**src/rtl/fifo_uart_tx_if.sv**
```systemverilog
// ---------------------------------------------------------------------------
// fifo_uart_tx_if
// Read-side connection between a byte FIFO and the serial transmitter that
// drains it.
//   fifo_empty   FIFO empty flag (FIFO -> transmitter)
//   fifo_data    FIFO data_out, valid the cycle after fifo_read_en is sampled
//   fifo_read_en one-cycle pop request (transmitter -> FIFO)
// Modports:
//   master  transmitter side, which issues pops
//   slave   FIFO side, which answers them
// ---------------------------------------------------------------------------
interface fifo_uart_tx_if #(
  parameter int DATA_W = 8
);
  logic              fifo_empty;
  logic [DATA_W-1:0] fifo_data;
  logic              fifo_read_en;

  modport master (
    input  fifo_empty,
    input  fifo_data,
    output fifo_read_en
  );

  modport slave (
    output fifo_empty,
    output fifo_data,
    input  fifo_read_en
  );
endinterface

```
**src/rtl/fifo_uart_tx.sv**
```systemverilog
// ---------------------------------------------------------------------------
// fifo_uart_tx
// Pops bytes from a FIFO and sends each one as an asynchronous serial frame:
// a start bit, DATA_W data bits LSB first, an optional even-parity bit, and
// STOP_BITS stop bits. Frames follow each other back to back while the FIFO
// still holds data. Between frames the line stays high for exactly two
// cycles, which are the FETCH and LOAD states.
// Ports:
//   clk          system clock, rising edge
//   rst          synchronous reset, active low
//   io_fifo      FIFO read interface (master modport)
//   o_tx         serial line, idle high
//   o_busy       high from FETCH through the last stop-bit cycle
//   o_frame_done one-cycle pulse in the last cycle of the final stop bit
// Every output comes from a register. The next-state logic works out each
// output's value for the coming state, so the output always lines up with
// the state that is current.
// ---------------------------------------------------------------------------
module fifo_uart_tx #(
  parameter int DATA_W       = 8,
  parameter int CLKS_PER_BIT = 16,
  parameter int PARITY_EN    = 0,
  parameter int STOP_BITS    = 1
) (
  input  logic                  clk,
  input  logic                  rst,
  fifo_uart_tx_if.master        io_fifo,
  output logic                  o_tx,
  output logic                  o_busy,
  output logic                  o_frame_done
);

  localparam int BAUD_W = $clog2(CLKS_PER_BIT);
  localparam int IDX_W  = (DATA_W > 2) ? $clog2(DATA_W) : 1;

  localparam logic [BAUD_W-1:0] BAUD_LAST = BAUD_W'(CLKS_PER_BIT - 1);
  localparam logic [IDX_W-1:0]  DATA_LAST = IDX_W'(DATA_W - 1);
  localparam logic [IDX_W-1:0]  STOP_LAST = IDX_W'(STOP_BITS - 1);

  typedef enum logic [2:0] {
    S_IDLE,
    S_FETCH,
    S_LOAD,
    S_START,
    S_DATA,
    S_PARITY,
    S_STOP
  } state_t;

  state_t              r_state;
  logic [BAUD_W-1:0]   r_baudCnt;
  logic [IDX_W-1:0]    r_bitIdx;
  logic [DATA_W-1:0]   r_shift;
  logic                r_parity;
  logic                r_tx;
  logic                r_busy;
  logic                r_frameDone;
  logic                r_readEn;

  state_t              w_stateNext;
  logic [BAUD_W-1:0]   w_baudNext;
  logic [IDX_W-1:0]    w_bitIdxNext;
  logic [DATA_W-1:0]   w_shiftNext;
  logic                w_parityNext;
  logic                w_txNext;
  logic                w_busyNext;
  logic                w_frameDoneNext;
  logic                w_readEnNext;
  logic                w_bitEnd;

  assign w_bitEnd             = (r_baudCnt == BAUD_LAST);
  assign o_tx                 = r_tx;
  assign o_busy               = r_busy;
  assign o_frame_done         = r_frameDone;
  assign io_fifo.fifo_read_en = r_readEn;

  // State register and registered outputs. A reset in the middle of a frame
  // drops the frame and brings the line high at that same edge.
  always_ff @(posedge clk) begin
    if (!rst) begin
      r_state     <= S_IDLE;
      r_baudCnt   <= '0;
      r_bitIdx    <= '0;
      r_shift     <= '0;
      r_parity    <= 1'b0;
      r_tx        <= 1'b1;
      r_busy      <= 1'b0;
      r_frameDone <= 1'b0;
      r_readEn    <= 1'b0;
    end else begin
      r_state     <= w_stateNext;
      r_baudCnt   <= w_baudNext;
      r_bitIdx    <= w_bitIdxNext;
      r_shift     <= w_shiftNext;
      r_parity    <= w_parityNext;
      r_tx        <= w_txNext;
      r_busy      <= w_busyNext;
      r_frameDone <= w_frameDoneNext;
      r_readEn    <= w_readEnNext;
    end
  end

  // Next-state and next-output logic. The baud counter and the bit index
  // both restart at every bit boundary. In STOP the bit index counts stop
  // bits. fifo_empty is read only when deciding whether to fetch, so a pop
  // is only requested after the FIFO has shown data. fifo_data is captured
  // only in LOAD, so later FIFO writes do not touch the frame being sent.
  always_comb begin
    w_stateNext  = r_state;
    w_baudNext   = r_baudCnt;
    w_bitIdxNext = r_bitIdx;
    w_shiftNext  = r_shift;
    w_parityNext = r_parity;

    case (r_state)
      S_IDLE: begin
        w_baudNext   = '0;
        w_bitIdxNext = '0;
        if (!io_fifo.fifo_empty) w_stateNext = S_FETCH;
      end
      S_FETCH: begin
        w_stateNext = S_LOAD;
      end
      S_LOAD: begin
        w_shiftNext  = io_fifo.fifo_data;
        w_parityNext = ^io_fifo.fifo_data;
        w_baudNext   = '0;
        w_bitIdxNext = '0;
        w_stateNext  = S_START;
      end
      S_START: begin
        if (w_bitEnd) begin
          w_baudNext   = '0;
          w_bitIdxNext = '0;
          w_stateNext  = S_DATA;
        end else begin
          w_baudNext = r_baudCnt + 1'b1;
        end
      end
      S_DATA: begin
        if (w_bitEnd) begin
          w_baudNext  = '0;
          w_shiftNext = r_shift >> 1;
          if (r_bitIdx == DATA_LAST) begin
            w_bitIdxNext = '0;
            w_stateNext  = (PARITY_EN != 0) ? S_PARITY : S_STOP;
          end else begin
            w_bitIdxNext = r_bitIdx + 1'b1;
          end
        end else begin
          w_baudNext = r_baudCnt + 1'b1;
        end
      end
      S_PARITY: begin
        if (w_bitEnd) begin
          w_baudNext   = '0;
          w_bitIdxNext = '0;
          w_stateNext  = S_STOP;
        end else begin
          w_baudNext = r_baudCnt + 1'b1;
        end
      end
      S_STOP: begin
        if (w_bitEnd) begin
          w_baudNext = '0;
          if (r_bitIdx == STOP_LAST) begin
            w_bitIdxNext = '0;
            w_stateNext  = io_fifo.fifo_empty ? S_IDLE : S_FETCH;
          end else begin
            w_bitIdxNext = r_bitIdx + 1'b1;
          end
        end else begin
          w_baudNext = r_baudCnt + 1'b1;
        end
      end
      default: begin
        w_stateNext  = S_IDLE;
        w_baudNext   = '0;
        w_bitIdxNext = '0;
      end
    endcase

    // The outputs are computed from the state being entered, so each
    // registered output matches the state during the same cycle.
    w_txNext = 1'b1;
    case (w_stateNext)
      S_START:  w_txNext = 1'b0;
      S_DATA:   w_txNext = w_shiftNext[0];
      S_PARITY: w_txNext = w_parityNext;
      default:  w_txNext = 1'b1;
    endcase

    w_busyNext      = (w_stateNext != S_IDLE);
    w_readEnNext    = (w_stateNext == S_FETCH);
    w_frameDoneNext = (w_stateNext == S_STOP) && (w_baudNext == BAUD_LAST) &&
                      (w_bitIdxNext == STOP_LAST);
  end

endmodule

```
**src/flat_wrapper.sv**
```systemverilog
// flat-port wrapper written by rule: the top's interface ports become plain ports
module fifo_uart_tx_flat 
#(
  parameter int DATA_W       = 8,
  parameter int CLKS_PER_BIT = 16,
  parameter int PARITY_EN    = 0,
  parameter int STOP_BITS    = 1
)
  (clk, rst, o_tx, o_busy, o_frame_done, io_fifo_fifo_empty, io_fifo_fifo_data, io_fifo_fifo_read_en);
  fifo_uart_tx_if #(.DATA_W(DATA_W)) io_fifo_i ();
  input  logic clk;
  input  logic rst;
  output logic o_tx;
  output logic o_busy;
  output logic o_frame_done;
  input wire logic [$bits(io_fifo_i.fifo_empty)-1:0] io_fifo_fifo_empty;
  input wire logic [$bits(io_fifo_i.fifo_data)-1:0] io_fifo_fifo_data;
  output wire logic [$bits(io_fifo_i.fifo_read_en)-1:0] io_fifo_fifo_read_en;
  assign io_fifo_i.fifo_empty = io_fifo_fifo_empty;
  assign io_fifo_i.fifo_data = io_fifo_fifo_data;
  assign io_fifo_fifo_read_en = io_fifo_i.fifo_read_en;
  fifo_uart_tx #(.DATA_W(DATA_W), .CLKS_PER_BIT(CLKS_PER_BIT), .PARITY_EN(PARITY_EN), .STOP_BITS(STOP_BITS)) u_core (.clk(clk), .rst(rst), .io_fifo(io_fifo_i), .o_tx(o_tx), .o_busy(o_busy), .o_frame_done(o_frame_done));
endmodule
```
**config.mk**
```make
export PLATFORM = sky130hd
export DESIGN_NAME = fifo_uart_tx_flat
export DESIGN_NICKNAME = d
export VERILOG_FILES = /design/src/rtl/fifo_uart_tx_if.sv /design/src/rtl/fifo_uart_tx.sv /design/src/flat_wrapper.sv
export SDC_FILE = /design/constraint.sdc
export NUM_CORES = 1
export LEC_CHECK = 0
export BUFFER_PORTS_ARGS = -buffer_cell sky130_fd_sc_hd__buf_2
export CAP_MARGIN = 20
export CORE_AREA = 8 8 55 91
export CTS_CLUSTER_SIZE = 20
export DETAILED_ROUTE_END_ITERATION = 6
export DIE_AREA = 0 0 63 99
export GPL_ROUTABILITY_DRIVEN = 0
export HOLD_SLACK_MARGIN = 0.05
export PLACE_DENSITY = 0.57
export SYNTH_ARGS = -nofsm -noshare
export SYNTH_HDL_FRONTEND = slang
export SYNTH_SLANG_ARGS = --single-unit
```
**constraint.sdc**
```tcl
create_clock -name clk -period 2.2 [get_ports clk]
set_input_delay 0.22 -clock clk [delete_from_list [all_inputs] [get_ports clk]]
set_output_delay 0.22 -clock clk [all_outputs]
set_load 0.01 [all_outputs]
```
# Word-level counts from Yosys, hierarchy flattened
# Cells that the tools add are included.
[classes]
n_addsub = 2
n_eq_ne = 15
n_mux = 21
reduce_logical = 11
[op_table]
columns = ["cell", "n"]
rows = [
  ["$mux 3", 12],
  ["$eq 3x3->1 const B", 7],
  ["$pmux 3 s7", 1],
  ["$pmux 8 s2", 1],
  ["$pmux 3 s4", 1],
  ["$eq 3x2->1 const B", 3],
  ["$logic_not 3->1", 3],
  ["$eq 4x4->1 const B", 2],
  ["$mux 8", 1],
  ["$pmux 4 s2", 1],
  ["$reduce_xor 8->1", 1],
  ["$eq 3x1->1 const B", 2],
  ["$add 4x1->4 const B", 1],
  ["$mux 4", 1],
  ["$reduce_or 4->1", 1],
  ["$add 3x1->3 const B", 1],
  ["$pmux 1 s3", 1],
  ["$reduce_bool 3->1", 1],
  ["$logic_and 1x1->1", 2],
  ["$mux 1", 2],
  ["$ne 2x1->1 const B", 1],
  ["$reduce_and 2->1", 1],
  ["$reduce_bool 2->1", 1],
  ["$reduce_or 2->1", 1],
]
[word_totals]
regBits = 23
inputBits = 11
output_inout_bits = 4
elab_cells = 59

# Depth between registers and ports, before layout
# Gate-level depths: netlist (run 1).
[depth]
ltp_word = 7
mapped_depth = 8
mapped_depth_nobuf = 7

# Least setup slack after synthesis (run 1)
# Ideal clock, no wire load.
[synth_path]
path_kind = "register to register"
start = "reg u_core.r_baudCnt[0]"
end = "reg u_core.r_tx (netlist: u_core.o_tx)"
setup_time_ns = 0.127
t_arrival_ns = 1.732
required_ns = 2.073
slack_ns = 0.341
stages_incl_launch_ff = 8
n_path_buf = 1
period_less_slack_ns = 1.859
path_cell_list = "dfxtp_1 > ha_1 > and3_1 > buf_6 > a31oi_2 > a221oi_2 > nor2_1 > or3_1"
[synth_between]
elab_chain_cells = 5
word_cells_on_any_way = 12
classes_between = "4 x eq/ne; 8 x mux"
[synth_lines]
columns = ["element", "line_no", "source"]
rows = [
  ["start, declared", "fifo_uart_tx.sv:51", "logic [BAUD_W-1:0] r_baudCnt;"],
  ["start signal, assigned", "fifo_uart_tx.sv:92", "r_baudCnt <= w_baudNext;"],
  ["$eq 4x4->1 (*)", "fifo_uart_tx.sv:71", "assign w_bitEnd = (r_baudCnt == BAUD_LAST);"],
  ["$mux 3 (on tied branches)", "n/a", ""],
  ["$pmux 3 s7", "fifo_uart_tx.sv:115", "case (r_state)"],
  ["$eq 3x3->1 or $eq 3x2->1 (tied branches)", "fifo_uart_tx.sv:186", "case (w_stateNext)"],
  ["$pmux 1 s3 (*)", "fifo_uart_tx.sv:186", ""],
  ["end signal, assigned", "fifo_uart_tx.sv:96", "r_tx <= w_txNext;"],
  ["end, declared", "fifo_uart_tx.sv:55", "logic r_tx;"],
]
# Every way passes the cells marked *; elsewhere a longest branch is shown, timed or not. The select of a mux whose other input is x is not followed.
# A chain may end at the register's enable or synchronous reset.

# Final worst setup path (run 1)
[layout_path]
start = "reg u_core.r_baudCnt[0]"
end = "reg u_core.r_frameDone (netlist: u_core.o_frame_done)"
[layout_between]
elab_chain_cells = 6
word_cells_on_any_way = 18
classes_between = "1 x add/sub; 3 x eq/ne; 11 x mux; 3 x reduce/logical"
[layout_lines]
columns = ["element", "line_no", "source"]
rows = [
  ["$add 4x1->4 or $eq 4x4->1 (tied branches)", "n/a", ""],
  ["$mux 4, or another cell as far along", "n/a", ""],
  ["$pmux 4 s2 or $pmux 3 s7 (tied branches)", "fifo_uart_tx.sv:115", ""],
  ["$eq 4x4->1 or $eq 3x3->1 (tied branches)", "fifo_uart_tx.sv:195", "w_frameDoneNext = (w_stateNext == S_STOP) && (w_baudNext == BAUD_LAST) &&"],
  ["$logic_and 1x1->1", "fifo_uart_tx.sv:195", ""],
  ["$logic_and 1x1->1 (*)", "fifo_uart_tx.sv:195", ""],
  ["end signal, assigned", "fifo_uart_tx.sv:98", "r_frameDone <= w_frameDoneNext;"],
  ["end, declared", "fifo_uart_tx.sv:57", "logic r_frameDone;"],
]
# Every way passes the cells marked *; elsewhere a longest branch is shown, timed or not.

==> summary.txt, run 1 <==
Critical path's top delay family = compound AO/OA/AOI/OAI gates
Tot GR Track Use = 0.118
Hold Violations, Final = 0
I/O pin total = 15
Kind of critical path = reg2reg
PortBufs = 14
Worst-Margin Slew = 0.576 ns
Worst-skew pair later-pin latency = 0.26 ns
Die area = 0.00624 mm^2
Initial core utilization = 0.385
CTS root buf = clkbuf_8
Vias in the first global route = 1346
Syn avg cell area = 8.91 um^2
Setup repair after global routing missed its margin = no
Clock skew = 0.00311 ns
Peak VDD IR = 0.000459 V
Setup TNS Final = 0 ns
Vias = 1308
HPWL after DPL = 2.92 mm
Synth cell types = 51
Critical path depth = 7
Worst path arrival time = 2.25 ns
CP Max Fanout = 13
Synth Warn # = 0
Sequential cell area fraction in the yosys report = 0.315
Async SR Flop Fraction = 0
Cell depth of the worst flop-to-flop path = 7
Post-Syn Area = 0.00146 mm^2
Top post-synthesis cells by area = dfxtp_1, a22oi_1, xnor2_1
CTS tree = yes
Worst hold path depth = 3
WL/cell = 16.4 um
Number of core rows = 30
Share of layout cells above drive strength 1 = 0.213
Die width = 63 um
Syn-to-layout area delta = 10.8%
Final period util = 0.942
Commonest non-fill, non-tap cell in the layout = dfxtp_1
Clock sink count = 23
Total CTS buffers = 3
CP Data Required Time = 2.38 ns
Final Slew Violations = 0
#FFs+latches synth = 23
Worst Setup Start Kind = flip-flop
H-tree Lvls = 1
First drt pass iteration count = 4
Peak Freq = 0.483 GHz
Status = finished clean
Antenna viol nets, final = 0
Worst Setup End Kind = flip-flop
Number of max-cap violations = 0
Slowest stage delay, CP = 0.42 ns
EDFF count, synth = 0
Critical Path, Cell by Cell = ha_2 > and3_1 > buf_4 > o32ai_1 > o211a_1 > a211o_1 > nor4_2
Share of the synthesized area in the top cell type = 0.315
Diodes inserted = 0
Gr ovfl total = 0
Cells after synthesis = 164
Post-synth top flop = dfxtp_1
Leakage power = 0.000601 uW
Period minus WS final = 2.07 ns
Crit-path slowest cell = dfxtp_1
Largest net degree at the start of global routing = 21
Initial antenna violation count = 0
Vias/cell = 5.79
Initial DRC Count = 26
Post-synthesis net count = 179
Placed Area = 0.00156 mm^2
Synth area leader = dfxtp_1
Critical path buffers and inverters = 1
Fin nets = 194
# setup viols final = 0
Worst slew margin = 0.614
Clock transition at path regs = 0.08 ns
Vert. Die Dim = 99 um
Commonest non-fill, non-tap cells in the layout = dfxtp_1, nand2_1, buf_2, a22oi_1, nor2b_1
Fin area = 0.00162 mm^2
Drt total wl = 3.70 mm
CTS Buffer Depth = 2
HP Class = in2reg
Pwr Density = 567 mW/mm^2
First-pass GRT wire length = 6.02 mm
Core region area = 0.00379 mm^2
# DRC = 0
[worst min-delay path, cell delays in order]
cell	delay (ns)
buf_2	0.11
nand2_1	0.05
a21boi_0	0.06
[what timing repair did]
item,in CTS,in global routing
hold buffers,0,0
gates resized for setup,0,2
setup buffers,0,1
setup endpoints to repair,0,7
[per-layer routing]
metal | GRT usage | vias to the layer above | routed length (um)
met3 | 0.0227 | 18 | 142
li1 | - | 630 | -
met4 | 0.0936 | 0 | 249
met2 | 0.231 | 40 | 2020
met1 | 0.0987 | 620 | 1290
met5 | 0 | - | 0
[final timing paths]
| path | start | endpoint | slack, ns |
|---|---|---|---|
| worst max-delay path | u_core.r_baudCnt[0] | u_core.o_frame_done | 0.13 |
| worst min-delay path | io_fifo_fifo_data[7] | u_core.r_shift[7] | 0.22 |
| worst max register to register | u_core.r_baudCnt[0] | u_core.o_frame_done | 0.13 |
| worst min register to register | u_core.r_shift[5] | u_core.r_shift[5] | 0.47 |
[power breakdown]
part / leakage [uW] / internal (uW) / total [uW] / switching [uW]
logic: 0.000389 / 91.1 / 188 / 96.9
registers: 0.000187 / 439 / 460 / 21.8
clock network: 0.0000255 / 126 / 269 / 143
[cells by family after synthesis]
family,after synthesis,share of synthesized area
simple gates,54,0.215
mux,1,0.00685
xor+xnor,7,0.0420
flops,23,0.315
buf+inv,16,0.0788
fa+ha+maj,5,0.0411
compound gates,58,0.301
[sequential cells by signal (all words and copies together), names as in the netlist]
signal and count:
u_core.o_busy 1, u_core.o_frame_done 1, u_core.r_shift 8, u_core.r_state 3, u_core.io_fifo.fifo_read_en 1, u_core.r_baudCnt 4, u_core.o_tx 1, u_core.r_bitIdx 3
u_core.r_parity 1
[Yosys cell counts, types with 2 or more instances]
library cell / number
xnor2_1: 7
nor2b_1: 9
nor2_1: 4
buf_6: 3
nand3_1: 3
o21ai_0: 7
and2_1: 6
a211o_1: 2
nand2_1: 15
o211a_1: 2
a311oi_1: 2
o21a_1: 4
inv_1: 4
a22oi_1: 10
dfxtp_1: 23
buf_4: 4
or3b_2: 2
ha_1: 4
a21boi_0: 8
a21oi_1: 7
clkbuf_1: 3
nand3b_1: 2
o22ai_1: 3
and3_1: 2
o2bb2ai_1: 2
[through the flow]
step                utilization  instances  hold slack (ns)  power, uW  worst slack [ns]
global route              0.427        226            0.224        954            0.0242
floorplan                     -        164            0.357        591             0.341
global placement          0.411        221            0.445        645             0.146
CTS                       0.423        225            0.221        917            0.0834
finish                    0.427        226            0.218        918             0.128
detailed placement        0.411        221            0.457        652             0.101
[final cells by class]
class                           instances  area, um^2
Multi-Input combinational cell        125         895
Timing Repair Buffer                   22         143
Inverter                                4        15.0
Clock buffer                            3        41.3
Fill cell                             387        2170
Tap cell                               48        60.1
Clock inverter                          1        5.00
Sequential cell                        23         460
No activity file was read; power rests on OpenSTA's default activity.
==> inputs of run 2 (changes only) <==
--- a/config.mk
+++ b/config.mk
@@ -14,6 +14,7 @@
 export GPL_ROUTABILITY_DRIVEN = 0
 export HOLD_SLACK_MARGIN = 0.05
 export PLACE_DENSITY = 0.57
+export RECOVER_POWER = 25
 export SYNTH_ARGS = -nofsm -noshare
 export SYNTH_HDL_FRONTEND = slang
 export SYNTH_SLANG_ARGS = --single-unit
==> run 2 against run 1 <==
Global-route usage unchanged. Via count about the same. Die area stayed put. Sequential share of layout area up 0.15 points. Critical path type unchanged. Largest cell class unchanged. Highest routed layer unchanged.
==> summary.txt, run 2 (synthesis results as in run 1) <==
Status = finished clean (unchanged)
Clock transition at path regs = 0.08 ns (about the same)
Critical path's top delay family = compound AO/OA/AOI/OAI gates (unchanged)
Worst-skew pair later-pin latency = 0.26 ns (about the same)
Worst Setup End Kind = flip-flop (unchanged)
Worst path arrival time = 2.25 ns (about the same)
Slowest stage delay, CP = 0.42 ns (about the same)
Switch share = 0.286 (was 0.285)
Pwr Density = 568 mW/mm^2 (was 567 mW/mm^2)
First-pass GRT wire length = 6.02 mm (unchanged)
Place WS = 0.101 ns (unchanged)
CTS Buffer Depth = 2 (unchanged)
Commonest non-fill, non-tap cell in the layout = dfxtp_1 (unchanged)
Clock sink count = 23 (unchanged)
Clock skew = 0.00318 ns (was 0.00311 ns)
CP Max Fanout = 13 (unchanged)
Setup repair after global routing missed its margin = no (unchanged)
Worst slew margin = 0.613 (was 0.614)
Setup TNS Final = 0 ns (unchanged)
Largest net degree at the start of global routing = 21 (unchanged)
Fin nets = 194 (unchanged)
Tot GR Track Use = 0.118 (unchanged)
R2r setup slk = 0.13 ns (about the same)
Reg with most FFs = u_core.r_shift (unchanged)
Total CTS buffers = 3 (unchanged)
Initial DRC Count = 31 (was 26)
Worst-Margin Slew = 0.577 ns (was 0.576 ns)
Diodes inserted = 0 (unchanged)
Gr ovfl total = 0 (unchanged)
Crit-path slowest cell = dfxtp_1 (unchanged)
CTS tree = yes (unchanged)
Die area = 0.00624 mm^2 (unchanged)
Peak VDD IR = 0.000456 V (was 0.000459 V)
Vias/cell = 5.79 (about the same)
Final Slew Violations = 0 (unchanged)
PortBufs = 14 (unchanged)
Reg power frac = 0.504 (was 0.502)
Hold Violations, Final = 0 (unchanged)
Antenna viol nets, final = 0 (unchanged)
H-tree Lvls = 1 (unchanged)
# DRC = 0 (unchanged)
Period minus WS final = 2.07 ns (about the same)
Sw power = 261 uW (about the same)
Critical Path, Cell by Cell = ha_2 > and3_1 > buf_4 > o32ai_1 > o211a_1 > a211o_1 > nor4_2 (unchanged)
Drt total wl = 3.70 mm (about the same)
Worst Setup Start Kind = flip-flop (unchanged)
HPWL after DPL = 2.92 mm (unchanged)
WL/cell = 16.4 um (about the same)
Vert. Die Dim = 99 um (unchanged)
Number of max-cap violations = 0 (unchanged)
Final period util = 0.942 (about the same)
CTS root buf = clkbuf_8 (unchanged)
Number of core rows = 30 (unchanged)
Clk network pwr share = 0.294 (was 0.293)
Final Util = 0.425 (was 0.427)
Kind of critical path = reg2reg (unchanged)
Core region area = 0.00379 mm^2 (unchanged)
Die width = 63 um (unchanged)
Initial antenna violation count = 0 (unchanged)
Vias = 1309 (was 1308)
Initial core utilization = 0.385 (unchanged)
First drt pass iteration count = 4 (unchanged)
Share of layout cells above drive strength 1 = 0.185 (was 0.213)
Critical path buffers and inverters = 1 (unchanged)
# setup viols final = 0 (unchanged)
Cell Int Power = 653 uW (was 656 uW)
Top flop regs = u_core.r_shift (8), u_core.r_baudCnt (4) (unchanged)
Commonest non-fill, non-tap cells in the layout = dfxtp_1, nand2_1, a22oi_1, buf_2, nor2b_1 (was dfxtp_1, nand2_1, buf_2, a22oi_1, nor2b_1)
Number of flip-flops under the largest register name = 8 (unchanged)
Combinational Power Share = 0.202 (was 0.205)
Peak Freq = 0.483 GHz (about the same)
Final WS setup = 0.128 ns (about the same)
Syn-to-layout area delta = 10.2% (was 10.8%)
Hold_buf cts = 0 (unchanged)
HP Class = in2reg (unchanged)
I/O pin total = 15 (unchanged)
Vias in the first global route = 1346 (unchanged)
CP Data Required Time = 2.38 ns (about the same)
Leakage power = 0.000584 uW (was 0.000601 uW)
==> run 2: cell types whose count changed in the layout (fill, tap and decap cells not counted), sizes merged <==
cell / previous run / this run
buf: 22 / 17
clkbuf: 3 / 8
==> run 2: area by class of cell <==
| class | instances | area [um^2] |
|---|---|---|
| Fill cell | 388 | 2180 |
| Multi-Input combinational cell | 125 | 895 |
| Sequential cell | 23 | 460 |
| Timing Repair Buffer | 22 | 134 |
| Tap cell | 48 | 60.1 |
| Clock buffer | 3 | 41.3 |
| Inverter | 4 | 15.0 |
| Clock inverter | 1 | 5.00 |
==> run 2: metal layers <==
| layer | global-route usage | routed length (um) |
|---|---|---|
| met2 | 0.231 | 2020 |
| met4 | 0.0936 | 247 |
| met5 | 0 | 0 |
| met3 | 0.0227 | 129 |
| met1 | 0.0987 | 1300 |
==> run 2: power by group through the flow <==
stage	Clock, uW	Sequential (uW)	Combinational (uW)
floorplan	0	459	131
detailed placement	0	470	182
global route	284	464	203
CTS	275	460	183
finish	269	461	185
global placement	0	469	176
==> run 2: stage by stage <==
step	area, um^2	total power [uW]	hold slack (ns)	std cells
6_report	1610	915	0.218	226
5_1_grt	1610	951	0.224	226
4_1_cts	1600	917	0.221	225
3_5_place_dp	1560	652	0.457	221
3_3_place_gp	1560	645	0.445	221
2_1_floorplan	1460	591	0.357	164
==> run 2: timing repair <==
item | in CTS | in global routing
resized for setup | 0 | 2
buffers inserted | 0 | 1
setup endpoints to repair | 0 | 7
==> run 2: final timing paths <==
path,startpoint,end,cells past startpoint
hold / removal,io_fifo_fifo_data[7],u_core.r_shift[7],3
hold reg to reg,u_core.r_shift[5],u_core.r_shift[5],2
setup reg to reg,u_core.r_baudCnt[0],u_core.o_frame_done,7
setup / recovery,u_core.r_baudCnt[0],u_core.o_frame_done,7
==> run 2: worst register-to-register path, cell delays in order (launching register included) <==
cell     delay, ns
dfxtp_1       0.42
ha_2          0.27
and3_1        0.23
buf_4         0.23
o32ai_1       0.11
o211a_1       0.24
a211o_1       0.28
nor4_2        0.20
